===== src/rtl/controlador_ula_pkg.sv =====
// Shared opcode, error-code and state definitions for the ALU command controller.
// Also used by the ALU top and by the instruction sequencer.
package controlador_ula_pkg;

   typedef enum logic [1:0] {
      OCIOSO   = 2'b00,
      ESPERA   = 2'b01,
      RESPONDE = 2'b10
   } estado_t;

   localparam logic [3:0] OP_SOMA  = 4'b0000;
   localparam logic [3:0] OP_SUB   = 4'b0001;
   localparam logic [3:0] OP_MULT  = 4'b0010;
   localparam logic [3:0] OP_QUOC  = 4'b0011;
   localparam logic [3:0] OP_RESTO = 4'b0100;
   localparam logic [3:0] OP_AND   = 4'b0110;
   localparam logic [3:0] OP_OR    = 4'b0111;
   localparam logic [3:0] OP_XOR   = 4'b1000;
   localparam logic [3:0] OP_NAND  = 4'b1001;
   localparam logic [3:0] OP_NOR   = 4'b1010;
   localparam logic [3:0] OP_NOT   = 4'b1011;

   localparam logic [1:0] ERRO_OK     = 2'b00;
   localparam logic [1:0] ERRO_OPCODE = 2'b01;
   localparam logic [1:0] ERRO_DIV0   = 2'b10;

   function automatic logic [7:0] incr_sat8(input logic [7:0] valor);
      return (valor == 8'hFF) ? valor : valor + 8'd1;
   endfunction

endpackage


===== src/rtl/controlador_ula_valida_op.sv =====
// Combinational command checker: classifies an opcode/operand-B pair as ok,
// illegal opcode or divide by zero.
module controlador_ula_valida_op
   import controlador_ula_pkg::*;
(
   input  logic [3:0] Sel_Op,
   input  logic [7:0] B,
   output logic [1:0] Codigo
);

   always_comb begin
      Codigo = ERRO_OK;
      // 0101 is a hole in the encoding; everything above OP_NOT is unassigned
      if ((Sel_Op == 4'b0101) || (Sel_Op > OP_NOT)) begin
         Codigo = ERRO_OPCODE;
      end else if (((Sel_Op == OP_QUOC) || (Sel_Op == OP_RESTO)) && (B == 8'h00)) begin
         Codigo = ERRO_DIV0;
      end
   end

endmodule


===== src/rtl/controlador_ula.sv =====
// Command front-end for the 8-bit ALU: accepts a request, holds the ALU inputs
// for a fixed settle time, captures result and flags, and returns a response.
module controlador_ula
   import controlador_ula_pkg::*;
#(
   parameter int SETTLE_CYCLES = 2,
   parameter int CONT_W        = 16
) (
   input  logic              clk,
   input  logic              rst_n,
   input  logic              Cmd_Valid,
   output logic              Cmd_Ready,
   input  logic [3:0]        Cmd_Sel_Op,
   input  logic [7:0]        Cmd_A,
   input  logic [7:0]        Cmd_B,
   output logic [7:0]        Ula_A,
   output logic [7:0]        Ula_B,
   output logic [3:0]        Ula_Sel_Op,
   input  logic [15:0]       Ula_Resultado,
   input  logic              Ula_Maior,
   input  logic              Ula_Menor,
   input  logic              Ula_Igual,
   output logic              Rsp_Valid,
   input  logic              Rsp_Ready,
   output logic [15:0]       Rsp_Resultado,
   output logic              Rsp_Maior,
   output logic              Rsp_Menor,
   output logic              Rsp_Igual,
   output logic [1:0]        Rsp_Codigo_Erro,
   output logic [CONT_W-1:0] Num_Ops,
   output logic [7:0]        Num_Erros
);

   localparam logic [3:0] CONT_INI = 4'(SETTLE_CYCLES - 1);

   estado_t    estado, prox_estado;
   logic [3:0] cont_espera;
   logic [1:0] cod_cmd;
   logic [1:0] cod_pend;

   controlador_ula_valida_op u_valida (
      .Sel_Op (Cmd_Sel_Op),
      .B      (Cmd_B),
      .Codigo (cod_cmd)
   );

   always_ff @(posedge clk or negedge rst_n) begin
      if (!rst_n) begin
         estado <= OCIOSO;
      end else begin
         estado <= prox_estado;
      end
   end

   always_comb begin
      prox_estado = estado;
      Cmd_Ready   = 1'b0;
      Rsp_Valid   = 1'b0;
      case (estado)
         OCIOSO: begin
            Cmd_Ready = 1'b1;
            if (Cmd_Valid) prox_estado = ESPERA;
         end
         ESPERA: begin
            if (cont_espera == 4'd0) prox_estado = RESPONDE;
         end
         RESPONDE: begin
            Rsp_Valid = 1'b1;
            if (Rsp_Ready) prox_estado = OCIOSO;
         end
         default: prox_estado = OCIOSO;
      endcase
   end

   always_ff @(posedge clk or negedge rst_n) begin
      if (!rst_n) begin
         cont_espera     <= 4'd0;
         cod_pend        <= ERRO_OK;
         Ula_A           <= 8'd0;
         Ula_B           <= 8'd0;
         Ula_Sel_Op      <= 4'd0;
         Rsp_Resultado   <= 16'd0;
         Rsp_Maior       <= 1'b0;
         Rsp_Menor       <= 1'b0;
         Rsp_Igual       <= 1'b0;
         Rsp_Codigo_Erro <= ERRO_OK;
         Num_Ops         <= '0;
         Num_Erros       <= 8'd0;
      end else begin
         case (estado)
            OCIOSO: begin
               if (Cmd_Valid) begin
                  Ula_A      <= Cmd_A;
                  Ula_B      <= Cmd_B;
                  Ula_Sel_Op <= Cmd_Sel_Op;
                  cod_pend   <= cod_cmd;
                  // rejected commands skip the settle time and answer one edge later
                  cont_espera <= (cod_cmd == ERRO_OK) ? CONT_INI : 4'd0;
               end
            end
            ESPERA: begin
               if (cont_espera == 4'd0) begin
                  Rsp_Codigo_Erro <= cod_pend;
                  if (cod_pend == ERRO_OK) begin
                     Rsp_Resultado <= Ula_Resultado;
                     Rsp_Maior     <= Ula_Maior;
                     Rsp_Menor     <= Ula_Menor;
                     Rsp_Igual     <= Ula_Igual;
                  end else begin
                     Rsp_Resultado <= 16'd0;
                     Rsp_Maior     <= 1'b0;
                     Rsp_Menor     <= 1'b0;
                     Rsp_Igual     <= 1'b0;
                  end
               end else begin
                  cont_espera <= cont_espera - 4'd1;
               end
            end
            RESPONDE: begin
               if (Rsp_Ready) begin
                  Num_Ops <= Num_Ops + CONT_W'(1);
                  if (Rsp_Codigo_Erro != ERRO_OK) Num_Erros <= incr_sat8(Num_Erros);
               end
            end
            default: ;
         endcase
      end
   end

endmodule


===== config.mk =====
export PLATFORM = sky130hd
export DESIGN_NAME = controlador_ula
export DESIGN_NICKNAME = d
export VERILOG_FILES = /design/src/rtl/controlador_ula_pkg.sv /design/src/rtl/controlador_ula_valida_op.sv /design/src/rtl/controlador_ula.sv
export SDC_FILE = /design/constraint.sdc
export NUM_CORES = 1
export LEC_CHECK = 0
export ABC_AREA = 0
export CORE_MARGIN = 2
export CORE_UTILIZATION = 46
export CTS_BUF_LIST = sky130_fd_sc_hd__clkbuf_8
export DETAILED_ROUTE_END_ITERATION = 16
export GPL_TIMING_DRIVEN = 0
export PLACE_DENSITY_LB_ADDON = 0.12
export SYNTH_ARGS = -nofsm -noshare
export SYNTH_HDL_FRONTEND = slang
export SYNTH_SLANG_ARGS = --single-unit

===== constraint.sdc =====
create_clock -name clk -period 1.95 [get_ports clk]
set_input_delay 0.39 -clock clk [delete_from_list [all_inputs] [get_ports clk]]
set_output_delay 0.39 -clock clk [all_outputs]
set_load 0.1 [all_outputs]

* Yosys cells after proc, flatten, opt, wreduce, memory -nomap -nowiden *
Index checks and enable logic that the tools add are counted.

storage, ports and cells
  flip-flop bits (word level) = 73
  input bits = 43
  logic and storage cells = 60

operators by class
  bitwise logic cells = 1
  reductions and logical operators = 16
  add/subtract/negate cells = 3
  equality and inequality tests = 10
  mux-type cells = 16
  order comparisons = 1

operator list
  operator                                                            count
  16-bit by 1-bit adder with 16-bit output, second input constant     1
  16-bit two-way mux                                                  1
  2-bit two-way mux                                                   5
  8-bit by 1-bit adder with 8-bit output, second input constant       1
  4-bit by 3-bit == test with 1-bit output, second input constant     2
  8-bit == test, second input constant                                1
  8-bit zero test                                                     1
  4-bit two-way mux                                                   2
  2-bit inequality test, second input constant                        4
  4-bit one-hot mux with 2 select lines                               1
  2-bit zero test                                                     3
  1-bit two-way mux                                                   6
  2-bit one-hot mux with 3 select lines                               1
  2-bit AND reduction                                                 3
  3-bit AND reduction                                                 2
  4-bit by 2-bit == test with 1-bit output, second input constant     1
  4-bit greater-than comparator, second input constant                1
  4-bit zero test                                                     1
  4-bit AND reduction                                                 1
  2-bit nonzero test                                                  2
  4-bit by 1-bit subtractor with 4-bit output, second input constant  1
  2-bit by 1-bit == test with 1-bit output, second input constant     1
  2-bit == test, second input constant                                1
  1-bit logical OR                                                    2
  other kinds (2)                                                     2

* Logic depth before layout (Yosys ltp) *
  depth after elaboration = 9
  gate-level depth with buffers = 7
  depth with buffers taken out = 6

* Cells and area by module *
A second synthesis with hierarchy kept.

unflattened totals
  cell total of the unflattened synthesis = 264
  area total of the unflattened synthesis = 3,105.5 um2

by module, submodules not included
  module                     area an instance (um2)  instances  cells an instance
  controlador_ula            3,040.4                 1          256
  controlador_ula_valida_op  65.1                    1          8

* Least setup slack after synthesis *
Ideal clock, no wire load.

  kind = reg2reg
  start = register estado[0]
  end = register Ula_A[0]
  stages on the path, launching flop included = 6
  period minus slack after synthesis = 2,595 ps
  path slack = -645 ps
  arrival time = 2,476 ps
  required time = 1,830 ps
  cell sequence = dfrtp_1 -> nor2_1 -> nand2_1 -> clkbuf_1 -> nand2_1 -> nand2_1

between the ends
  cells in the longest elaborated chain, start to end = 2

ends and longest elaborated chain
  what                           RTL line               RTL
  start: declaration             controlador_ula.sv:36  estado_t estado, prox_estado;
  start signal: assignment       controlador_ula.sv:51  estado <= prox_estado;
  2-bit zero test                controlador_ula.sv:90  case (estado)
  2-bit AND reduction (no line)  --
  end signal: assignment         controlador_ula.sv:93  Ula_A <= Cmd_A;
  end: declaration               controlador_ula.sv:16  output logic [7:0] Ula_A,

No other way between the ends.
A chain may end at the register's enable or synchronous reset.

* Worst setup path after layout *
  start = register Ula_B[7]
  end = output Ula_B[7]

RTL lines
  what                      RTL line               RTL
  start: declaration        controlador_ula.sv:17  output logic [7:0] Ula_B,
  start signal: assignment  controlador_ula.sv:94  Ula_B <= Cmd_B;

No word-level cell between the ends.

==> out/results.tsv <==
stage	metric	value	unit
cells_and_area	n_fill_cell	540	
cells_and_area	diodes	0	
clocking	root_buffer	clkbuf_8	
worst_setup_path	endpoint_kind	primary output	
detailed_routing	drc	0	
worst_setup_path	path_class	flip-flop to primary output	
detailed_routing	viasPerCell	5.09	
global_route	grtUsageTotal	0.201	
yosys	synth_top_family_by_area	simple AND/OR/NAND/NOR gates	
worst_setup_path	crit_fanout	2	
global_route	grt_max_degree	57	
worst_setup_path	crit_chain	clkdlybuf4s15_1	
yosys	synth_cells	313	
clocking	cts_setup_buffers	0	
timing	worst_slew_pin_slew	0.967	ns
yosys	syn_avg_cell_area	9.89	um2
detailed_routing	wl_per_cell	14.0	um
timing	hold_slack	0.465	ns
timing	min_period	1.93	ns
timing	setup_violations	0	
timing	fin_setup_tns	0	ns
min_path	hold_end	Num_Ops[15]	
detailed_routing	drt_iter0_drc	105	
worst_setup_path	cpMaxStageDelayCell	clkdlybuf4s15_1	
timing	post-route-period-util	0.989	
die	fp.dieH	86.1	um
worst_setup_path	critPathTopFamily	buffers and inverters	
worst_setup_path	cpPeakStageDelay	0.84	ns
yosys	synth_ff_type	dfrtp_1	
placed_design	gp_congestion	0.815	
yosys	yosysTopAreaCell	dfrtp_1	
outcome	status	complete, no violations	
yosys	synth_fa_ha_area_frac	0.0121	
timing	maxSlewHeadroom	0.358	
die	initial_utilization	0.482	
timing	rsz0062_at_grt	no	
yosys	yosysMostFrequentCell	nand2_1	
cells_and_area	area_growth_syn_to_layout	41.9	%
min_path	hp-class	flip-flop to flip-flop	
worst_setup_path	crit_arrival	1.54	ns
yosys	synthTopCellsByCount	nand2_1, dfrtp_1, o21ai_0	
yosys	synth.area.mux_share	0.0218	
clocking	cts_max_path_buffers	2	
clocking	cts_tree	yes	
clocking	cts-buffers-inserted	9	
yosys	synth-simple-area-share	0.245	
detailed_routing	drtPass1Iterations	4	
die	die_x	86.1	um
yosys	synth_cell_type_count	37	
worst_setup_path	r2r_slack	0.09	ns
global_route	grt_antenna_before_repair	0	
die	core	6420	um2
detailed_routing	antenna_left	0	
yosys	synth_compound_area_frac	0.0529	
yosys	ys_warn_count	0	
worst_setup_path	r2r-start	cont_espera[0]	
worst_setup_path	ff2ff_path_depth	6	
cells_and_area	layout-drive-gt1-share	0.208	
yosys	synthTopCellsByArea	dfrtp_1, nand2_1, o21ai_0	
yosys	synth_xor_area_frac	0.0622	
yosys	synth-seq-cells	73	
global_route	grt_overflow	0	
die	dieArea	7400	um2
yosys	syn-num-nets	359	
yosys	syn_area	3100	um2
placed_design	portBuffers	109	
global_route	grt_first_pass_wirelength	11.9	mm
detailed_routing	via_count	2620	
placed_design	placed_cells	500	
clocking	cts_num_sinks	73	
timing	final_max_slew_viol_count	0	
worst_setup_path	r2r-end	cont_espera[0]	
worst_setup_path	critical_path_buf_inv_count	1	
min_path	hold_path.startpoint	Num_Ops[15]	
die	rows	29	
cells_and_area	nNetsFinal	481	
die	num_io_pins	110	
clocking	clkLatencyLatePin	0.33	ns
yosys	synth.yosys.seq_area_share	0.590	
yosys	async_reset_ff_frac	1.00	
global_route	grt_pass1_vias	2601	
timing	hold_violations	0	
yosys	synth_edf_count	0	
clocking	htree_levels	3	
detailed_routing	wl	7.21	mm
worst_setup_path	required	1.56	ns
yosys	synth_top_area_frac	0.590	
cells_and_area	finalNonFillerCells	515	
timing	max_freq	0.519	GHz
placed_design	hpwl	5.27	mm
flow_run	cap_violations	0	
cells_and_area	final_core_util	0.684	
min_path	whs_path_depth	1	
worst_setup_path	cp-start-kind	flip-flop	
clocking	clk_pin_slew	0.07	ns
timing	fin_skew	0.00536	ns
[routing by layer]
layer / global-route usage / part of all wire
met4: 0.0693 / 0.012
met5: 0 / 0
met2: 0.321 / 0.48
met3: 0.0606 / 0.059
met1: 0.262 / 0.45
[stage by stage]
step / worst slack [ns] / instance area, um2
2_1_floorplan: 0.00588 / 3120
3_3_place_gp: -2.30 / 4310
3_5_place_dp: -0.334 / 4330
4_1_cts: 0.000107 / 4490
5_1_grt: 0.00224 / 4390
6_report: 0.0215 / 4390
[worst max path at each step]
| stage | from | end | slack (ns) | depth (start not counted) |
|---|---|---|---|---|
| global route | Ula_B[7] | Ula_B[7] | 0.002 | 1 |
| detailed placement | estado[0] | Rsp_Valid | -0.33 | 2 |
| floorplan | Num_Erros[6] | Num_Erros[1] | 0.006 | 4 |
| finish | Ula_B[7] | Ula_B[7] | 0.02 | 1 |
| CTS | Ula_Sel_Op[3] | Ula_Sel_Op[3] | 0.0001 | 1 |
| global placement | rst_n | Num_Ops[7] | -2.30 | 1 |
[registers in the layout (all words and copies together), names as in the netlist]
name / flops
Num_Erros: 8
Num_Ops: 16
Rsp_Codigo_Erro: 2
Rsp_Igual: 1
Rsp_Maior: 1
Rsp_Menor: 1
Rsp_Resultado: 16
Ula_A: 8
Ula_B: 8
Ula_Sel_Op: 4
cod_pend: 2
cont_espera: 4
estado: 2
[area by class of cell]
type | count | area, um2 | share of cell area
Inverter | 4 | 15.0 | 0.00342
Buffer | 9 | 35.0 | 0.00797
Clock inverter | 5 | 26.3 | 0.00598
Sequential cell | 73 | 1840 | 0.419
Tap cell | 77 | 96.3 | 0.0219
Multi-Input combinational cell | 227 | 1230 | 0.280
Timing Repair Buffer | 111 | 1020 | 0.233
Clock buffer | 9 | 124 | 0.0282
[placed cells by master, fill, tap and decap left out, types with 6 or more instances in the layout]
cell | netlist | final
clkbuf_1 | 8 | 8
clkbuf_2 | 0 | 24
clkbuf_8 | 0 | 9
clkdlybuf4s15_1 | 0 | 20
clkdlybuf4s15_2 | 0 | 21
clkdlybuf4s50_1 | 0 | 41
dfrtp_1 | 73 | 60
dfrtp_2 | 0 | 13
mux2_2 | 6 | 6
nand2_1 | 110 | 110
nand3_1 | 11 | 11
nor2_1 | 11 | 9
o21ai_0 | 24 | 24
xnor2_1 | 12 | 12
xor2_1 | 10 | 10
[what timing repair did]
item | CTS | global route
setup endpoints to repair | 67 | 44
hold endpoints to repair | 17 | 0
gates resized for setup | 135 | 52
hold buffers | 1 | 0
[logic make-up after synthesis]
logic type,Yosys count
AND/OR/NAND/NOR,166
adder cells (fa/ha/maj),3
AO/OA/AOI/OAI,30
flip-flops,73
XOR/XNOR,22
buffers and inverters,13
multiplexers,6
Power is not shown: default switching activity piles up to over one toggle a cycle in this logic, so the estimate is an artifact.
==> RTL edit: new RTL, config.mk and constraints unchanged <==
Set the parameter `CONT_W` to 14 (it was 16).
--- a/src/rtl/controlador_ula.sv
+++ b/src/rtl/controlador_ula.sv
@@ -6,3 +6,3 @@
    parameter int SETTLE_CYCLES = 2,
-   parameter int CONT_W        = 16
+   parameter int CONT_W        = 14
 ) (
Interface: changed (resized Num_Ops); port bits go from 110 to 108. The function was not compared with the original's and may differ.
==> RTL edit against the original RTL <==
- routed wire length decreased by 4.3%
- sequential cell count decreased by 2
- largest cell class unchanged
- highest routed layer unchanged
- clock skew increased by 0.0051 ns
- sequential share of layout area decreased by 1.5 points
- cell area increased by 0.74%
- worst hold slack got worse by 0.30 ns
- utilization increased by 0.51 points
- cell count decreased by 1.9%
- critical path type unchanged
- area after synthesis about the same
- setup slack improved by 0.011 ns
Power is not shown: default switching activity piles up to over one toggle a cycle in this logic, so the estimate is an artifact.
==> RTL edit: results (changes against the original RTL) <==
* Final Routed Wirelength at 6900 um (-4.3%)
* Largest stage delay on the critical path at 0.83 ns
* Netlist cell types at 43 (+16%)
* Vias in the first global route at 2505 (-3.7%)
* Outcome: completed
* Detailed Place HPWL at 4950 um (-6.0%)
* DRT iter0 DRCs at 119 (+13%)
* Clock Latency Late Sink at 0.34 ns
* Fill count at 536 (-0.74%)
* Met2 Use GR at 0.322 (+0.000705)
* Root buffer cell: clkbuf_8
* CTS H-Tree Depth at 3 (unchanged)
* Adder-cell share of the synthesized area at 0.0161 (+0.00403)
* Met1 Use GR at 0.245 (-0.0167)
* Largest net degree at the start of global routing at 72 (+26%)
* Final net count at 470 (-2.3%)
* Post-DP Area at 0.00429 mm^2 (-1.1%)
* Hold WC Path Type: input pin to asynchronous set/reset pin
* CP max FO at 2 (unchanged)
* Avg Cell Area, Syn at 10.2 um^2 (+2.7%)
* Via/cell ratio at 5.05 (-0.82%)
* Met3 GRT Util at 0.0683 (+0.00770)
* Antenna Cells at 0 (unchanged)
* Syn Nets at 352 (-1.9%)
* Port bufs at 107 (-1.8%)
* Ratio of cells with drive above 1 in the final layout at 0.203 (-0.00449)
* Mux cell area share after synthesis at 0.0178 (-0.00405)
* Post-synthesis sequential area ratio at 0.573 (-0.0166)
* RePlAce Congestion at 0.801 (-1.7%)
* Gr usage total at 0.198 (-0.00361)
* Slew at the pin with the worst max-slew slack at 0.966 ns (-0.000698 ns)
* Compound-cell area share of the yosys netlist at 0.0682 (+0.0153)
* Synth Area in XOR/XNOR at 0.0565 (-0.00570)
* Global-route wire length before repair at 11400 um (-3.6%)
* Cells after DPL at 489 (-2.2%)
* Synth top cells by count: dfrtp_1, nand2_1, nand3_1
* Inserted Clock Buffers at 9 (unchanged)
* Regs by FF count: Rsp_Resultado x16, Num_Ops x14
* Worst clock skew at 0.0104 ns (+0.00506 ns)
* Synth top area cells: dfrtp_1, nand2_1, nand3_1, o21ai_0, xnor2_1
[RTL edit: path summary, 6_finish.rpt]
check                                    start            endpoint  slack, ns
max in group asynchronous                rst_n          Num_Ops[5]       1.17
worst min-delay path                     rst_n           Rsp_Maior       0.16
min in group clk                      Ula_B[3]            Ula_B[3]       0.47
worst max-delay path                  Ula_A[2]            Ula_A[2]       0.03
worst min register to register        Ula_B[3]            Ula_B[3]       0.47
worst max register to register  cont_espera[0]  Rsp_Codigo_Erro[0]       0.14
[RTL edit: final cells by class]
type / instances / area (um^2) / area share
flip-flops and latches: 71 / 1790 / 0.404
multi-input cells: 200 / 1190 / 0.268
well taps: 77 / 96.3 / 0.0218
repair buffers: 107 / 1010 / 0.229
clock inverters: 5 / 45.0 / 0.0102
inverters: 25 / 93.8 / 0.0212
plain buffers: 9 / 48.8 / 0.0110
clock buffers: 11 / 151 / 0.0342
[RTL edit: cell families after synthesis]
logic type,count (synthesis)
AND/OR/NAND/NOR,137
adder cells (fa/ha/maj),4
flip-flops,71
AO/OA/AOI/OAI,34
buffers and inverters,34
multiplexers,5
XOR/XNOR,20
[RTL edit: layer usage]
metal | up-vias | wire length, um
met5 | - | 0
met3 | 8 | 485
met2 | 85 | 3310
li1 | 1242 | -
met1 | 1213 | 3020
met4 | 0 | 92
[RTL edit: metrics by stage]
step                      worst slack (ns)  hold WS [ns]
after global placement               -2.21         0.458
after detailed placement            -0.336         0.463
after global routing              0.000605         0.233
final                               0.0322         0.162
after CTS                         0.000639         0.191
after floorplan                    0.00154        0.0944
[RTL edit: what timing repair did]
item                       in CTS  in global routing
buffers inserted                0                  0
resized for setup             134                 40
setup endpoints to repair      65                 35
pin swaps                       0                  0
